File: config.mk
export PLATFORM = sky130hd
export DESIGN_NAME = arr_feature_loader
export DESIGN_NICKNAME = d
export VERILOG_FILES = /design/src/rtl/arr_feature_loader.sv
export SDC_FILE = /design/constraint.sdc
export NUM_CORES = 1
export LEC_CHECK = 0
export BUFFER_PORTS_ARGS = -buffer_cell sky130_fd_sc_hd__buf_4
export CAP_MARGIN = 20
export CORE_ASPECT_RATIO = 0.75
export CORE_UTILIZATION = 44
export DETAILED_ROUTE_END_ITERATION = 16
export SLEW_MARGIN = 10
export SYNTH_ARGS = -nofsm -noshare
export SYNTH_HDL_FRONTEND = slang
export SYNTH_SLANG_ARGS = --single-unit
File: constraint.sdc
create_clock -name clk -period 2.1 [get_ports clk]
set_clock_uncertainty 0.1 [all_clocks]
set_input_delay 0.105 -clock clk [delete_from_list [all_inputs] [get_ports clk]]
set_output_delay 0.105 -clock clk [all_outputs]
set_load 0.05 [all_outputs]
File: src/rtl/arr_feature_loader.sv
// Streaming feature loader: conditions sign-magnitude samples into a shadow frame,
// launches them as the core's parallel x vector and sequences the core restart.
module arr_feature_loader #(
   parameter int                 BITSIZE      = 16,
   parameter int                 N_FEAT       = 10,
   parameter int                 START_PULSE  = 2,
   parameter int                 CORE_TIMEOUT = 255,
   parameter logic [BITSIZE-2:0] MAX_MAG      = 15'h7FFF
) (
   input  logic                      clk,
   input  logic                      reset,
   input  logic                      s_valid,
   output logic                      s_ready,
   input  logic [BITSIZE-1:0]        s_data,
   input  logic                      s_last,
   output logic [BITSIZE*N_FEAT-1:0] x_out,
   output logic                      core_reset,
   input  logic                      core_done,
   output logic                      done_pulse,
   output logic                      busy,
   output logic                      frame_err,
   output logic                      timeout_err,
   output logic [15:0]               frames_launched
);
   localparam int CW = $clog2(N_FEAT + 1);
   localparam int PW = $clog2(START_PULSE + 1);
   localparam int TW = $clog2(CORE_TIMEOUT + 1);

   typedef enum logic [1:0] {IDLE, LAUNCH, RUN} state_t;

   state_t                              state_q, state_n;
   logic [N_FEAT-1:0][BITSIZE-1:0]      shadow;
   logic [CW-1:0]                       fill_cnt;
   logic                                shadow_full;
   logic [PW-1:0]                       pulse_cnt;
   logic [TW-1:0]                       run_cnt;
   logic                                done_prev;
   logic [BITSIZE-1:0]                  cond_data;
   logic                                accept, load, done_hit, to_hit;

   assign s_ready    = !shadow_full;
   assign accept     = s_valid && s_ready;
   assign core_reset = (state_q != RUN);
   assign busy       = (state_q != IDLE);

   // Negative zero folds to +0; oversize magnitudes saturate, sign preserved.
   always_comb begin
      cond_data = s_data;
      if (s_data[BITSIZE-2:0] > MAX_MAG)
         cond_data = {s_data[BITSIZE-1], MAX_MAG};
      if (s_data[BITSIZE-2:0] == '0)
         cond_data = '0;
   end

   always_ff @(posedge clk or negedge reset) begin
      if (!reset) begin
         shadow      <= '0;
         fill_cnt    <= '0;
         shadow_full <= 1'b0;
         frame_err   <= 1'b0;
      end else begin
         frame_err <= 1'b0;
         if (load)
            shadow_full <= 1'b0;
         if (accept) begin
            if (fill_cnt == CW'(N_FEAT - 1)) begin
               fill_cnt <= '0;
               if (s_last) begin
                  shadow[fill_cnt] <= cond_data;
                  shadow_full      <= 1'b1;
               end else begin
                  frame_err <= 1'b1;
               end
            end else if (s_last) begin
               fill_cnt  <= '0;
               frame_err <= 1'b1;
            end else begin
               shadow[fill_cnt] <= cond_data;
               fill_cnt         <= fill_cnt + CW'(1);
            end
         end
      end
   end

   always_ff @(posedge clk or negedge reset) begin
      if (!reset) state_q <= IDLE;
      else        state_q <= state_n;
   end

   always_comb begin
      state_n  = state_q;
      load     = 1'b0;
      done_hit = 1'b0;
      to_hit   = 1'b0;
      case (state_q)
         IDLE: begin
            if (shadow_full) begin
               load    = 1'b1;
               state_n = LAUNCH;
            end
         end
         LAUNCH: begin
            if (pulse_cnt == '0) state_n = RUN;
         end
         RUN: begin
            // Done has priority over a timeout landing on the same edge.
            if (core_done && !done_prev) begin
               done_hit = 1'b1;
               state_n  = IDLE;
            end else if (run_cnt == TW'(CORE_TIMEOUT - 1)) begin
               to_hit  = 1'b1;
               state_n = IDLE;
            end
         end
         default: state_n = IDLE;
      endcase
   end

   always_ff @(posedge clk or negedge reset) begin
      if (!reset) begin
         x_out           <= '0;
         frames_launched <= '0;
         pulse_cnt       <= '0;
         run_cnt         <= '0;
         done_prev       <= 1'b1;
         done_pulse      <= 1'b0;
         timeout_err     <= 1'b0;
      end else begin
         done_pulse  <= done_hit;
         timeout_err <= to_hit;
         // Held high while the core is in restart so a stale done level is not an edge.
         done_prev   <= core_reset ? 1'b1 : core_done;
         if (load) begin
            x_out           <= shadow;
            frames_launched <= frames_launched + 16'd1;
            pulse_cnt       <= PW'(START_PULSE - 1);
         end else if (state_q == LAUNCH && pulse_cnt != '0) begin
            pulse_cnt <= pulse_cnt - PW'(1);
         end
         if (state_q == RUN) run_cnt <= run_cnt + TW'(1);
         else                run_cnt <= '0;
      end
   end
endmodule

==> metrics.txt <==
Hold Worst Slack 30.22 ps; number of synthesized register bits 357; clock latency on the worst-skew pair 510 ps; Critical Path End Type flop; starting utilization of the core area 45.11%; Final Critical Period 1913 ps; Antenna Violating Nets Remaining 0; Worst Setup SP state_q[1]; clock input transition at the sequential cells of the worst setup and hold paths 60 ps; cells taking the most area after synthesis dfrtp_1, mux2_2, buf_4; proportion of synthesized area in mux cells 26.43%; most common cell after layout, fill and taps aside dfrtp_1; clock buffer depth 3; Crit path arrival time 2210 ps; Setup Slack @ Placement 207.3 ps; count of warnings emitted by yosys 0; antenna violations before repair 1; cts bufs inserted 35; IO Port Bufs 202; pin count of the biggest net entering global routing 68; worst-margin pin slew 744.1 ps; commonest non-fill, non-tap cells in the layout dfrtp_1, mux2_2, buf_4, clkbuf_16, dlygate4sd3_1; I/O pin count 203; gr usage total 20.34%; per-cell via count in the routed design 5.128; total inserted antenna cells 0; Max FO, Critical Path 67; layout net count 1142; maximum clock frequency 522.8 MHz; ordered list of cells on the worst path or2_2 > nor2_4 > buf_12 > mux2_2; peak ir drop on the vdd network 0.6193 mV; kind of start point of the critical path flop; Syn Std Cell Area 13720 sq um; Post-Route Utilization 56.78%; post-synthesis simple-gate area fraction 3.246%; Final setup viols 0; count of placed standard cells including taps 1457; standard cell with the maximum stage delay on the critical path mux2_2; wire per inst 20.40 um; run status complete, no violations; sum of negative setup slack 0 ps; total power after layout 16.36 mW; violation count after the first detailed-routing iteration 365; wire length of the first global-routing pass 48.71 mm; aggregate global routing overflow 0; worst hold path class input pin to async pin; sequential area share after synthesis 65.12%; final routed wirelength across all metal layers 31.34 mm; vias after detailed routing 7877; DIE HEIGHT 154.9 um; final period utilization 91.09%; cells after synthesis 869; htree depth 2; net count after synthesis 898; remaining max-slew budget at the tightest pin 50.40%; via count of the first global-routing pass 8034; fin area 17270 sq um; final hold violation count 0; floorplan die width 205.9 um; ratio of cells with drive above 1 in the final layout 54.88%; post-cts gate resize count 0; area of the placeable core 30420 sq um; unrepaired setup endpoints after global routing no; Setup WS post-layout 187.1 ps; Adder-Cell Fraction of Synth Area 0.7295%; total power divided by cell area 947.3 nW/um^2; register-to-register setup slack 190 ps; Post-Layout Cell Count 1536; final routed DRC violation total 0; standard cell area after detailed placement 15950 sq um; first-pass detailed-route iteration total 6; area of the die 31900 sq um; average instance area after synthesis 15.79 sq um; Worst Path Class, Setup flop to flop; DPL Wire Length 20.59 mm; Leakage 8.810 nW; max-cap violations 0; Post-Synth XOR/XNOR Area 1.468%; biggest area consumer among synthesized cells dfrtp_1; Reg-to-Reg End x_out[141]; Synth Area in Compound Gates 0.6566%; slowest stage delay, CP 390 ps; row count 55; RR Startpoint state_q[1]; number of library cell types mapped by synthesis 36; share of the synthesized area in the top cell type 64.93%; clock sinks 357; relative area change from synthesis to final layout 25.88%; TritonCTS clock tree done; data required time at the worst endpoint 2390 ps; dominant combinational cell family by area after synthesis multiplexers; number of slew-limit violations in the final report 0; Final GP Congestion 0.7842; length in cells of the worst reg-to-reg path 4; cell at the root of the clock tree clkbuf_16
[cell type report]
class	instances	area [sq um]
fill	2480	13150
clock inverter	7	87.58
tap	399	499.2
multi-input combinational	448	4471
clock buffer	54	1050
inverter	12	45.04
timing repair buffer	259	2185
sequential	357	8935
[flip-flops by register name, indices dropped and copies added (netlist names)]
name             cells
run_cnt              8
frame_err            1
fill_cnt             4
done_pulse           1
shadow_full          1
shadow             160
state_q              2
timeout_err          1
frames_launched     16
x_out              160
done_prev            1
pulse_cnt            2
[power by group]
part           leakage, nW  switching, mW  internal (mW)
sequential            4.84          0.453           7.77
combinational         3.41          0.971          0.947
clock                0.556           2.53           3.69
[kinds of logic after synthesis]
logic type	Yosys count
XOR/XNOR	23
AND/OR/NAND/NOR	81
adder cells (fa/ha/maj)	8
buffers and inverters	64
AO/OA/AOI/OAI	14
multiplexers	322
flip-flops	357
[repair_timing]
item                                    in CTS  in global routing
endpoints found under the setup margin       0                  0
setup buffers                                0                  0
hold buffers                                18                  0
hold endpoints to repair                   505                  0
[worst max-delay path: cells and delay by family (launching register included)]
| kind | cells | cell delay [ps] |
|---|---|---|
| muxes | 1 | 390 |
| DFF | 1 | 370 |
| and+or+nand+nor | 2 | 520 |
| buffers and inverters | 1 | 330 |
[metal layers]
| metal | track usage, % | vias to the layer above | share of wire (%) |
|---|---|---|---|
| met4 | 4.587 | 0 | 1.4 |
| met2 | 28.92 | 179 | 43 |
| met1 | 31.27 | 4131 | 49 |
| met3 | 5.027 | 36 | 6.9 |
| li1 | - | 3531 | - |
| met5 | 0 | - | 0 |
[worst max path at each step]
stage                       to  cells past startpoint  slack [ps]
finish              x_out[141]                      4         190
global route        shadow[84]                      5         120
CTS                 core_reset                      3         190
detailed placement  x_out[105]                      4         210
global placement     x_out[90]                      4         220
floorplan           x_out[100]                      6          70
[synthesized netlist by cell type]
cell and number:
buf_4 16, buf_2 18, and2_1 3, a41oi_1 1, xor2_1 13, nor4_4 1, nand2b_1 5, ha_1 8
nand2_1 13, mux2_2 322, or4_1 1, o31ai_1 2, nor3_1 6, a21oi_1 2, nand3b_1 1, and4bb_2 1
and3_1 7, nor4_1 4, xnor2_1 10, dfrtp_1 356, a22oi_1 1, nand2_2 4, nor2b_1 1, nor2_4 1
nand4_1 5, nor2_1 17, a21o_1 1, inv_1 12, and4_1 1, a22o_1 1, dfstp_2 1, clkbuf_1 18
o21ai_0 5, o21bai_1 1, or2_2 2, nand3_1 8
Note: power is estimated with default switching activity, not from simulation.
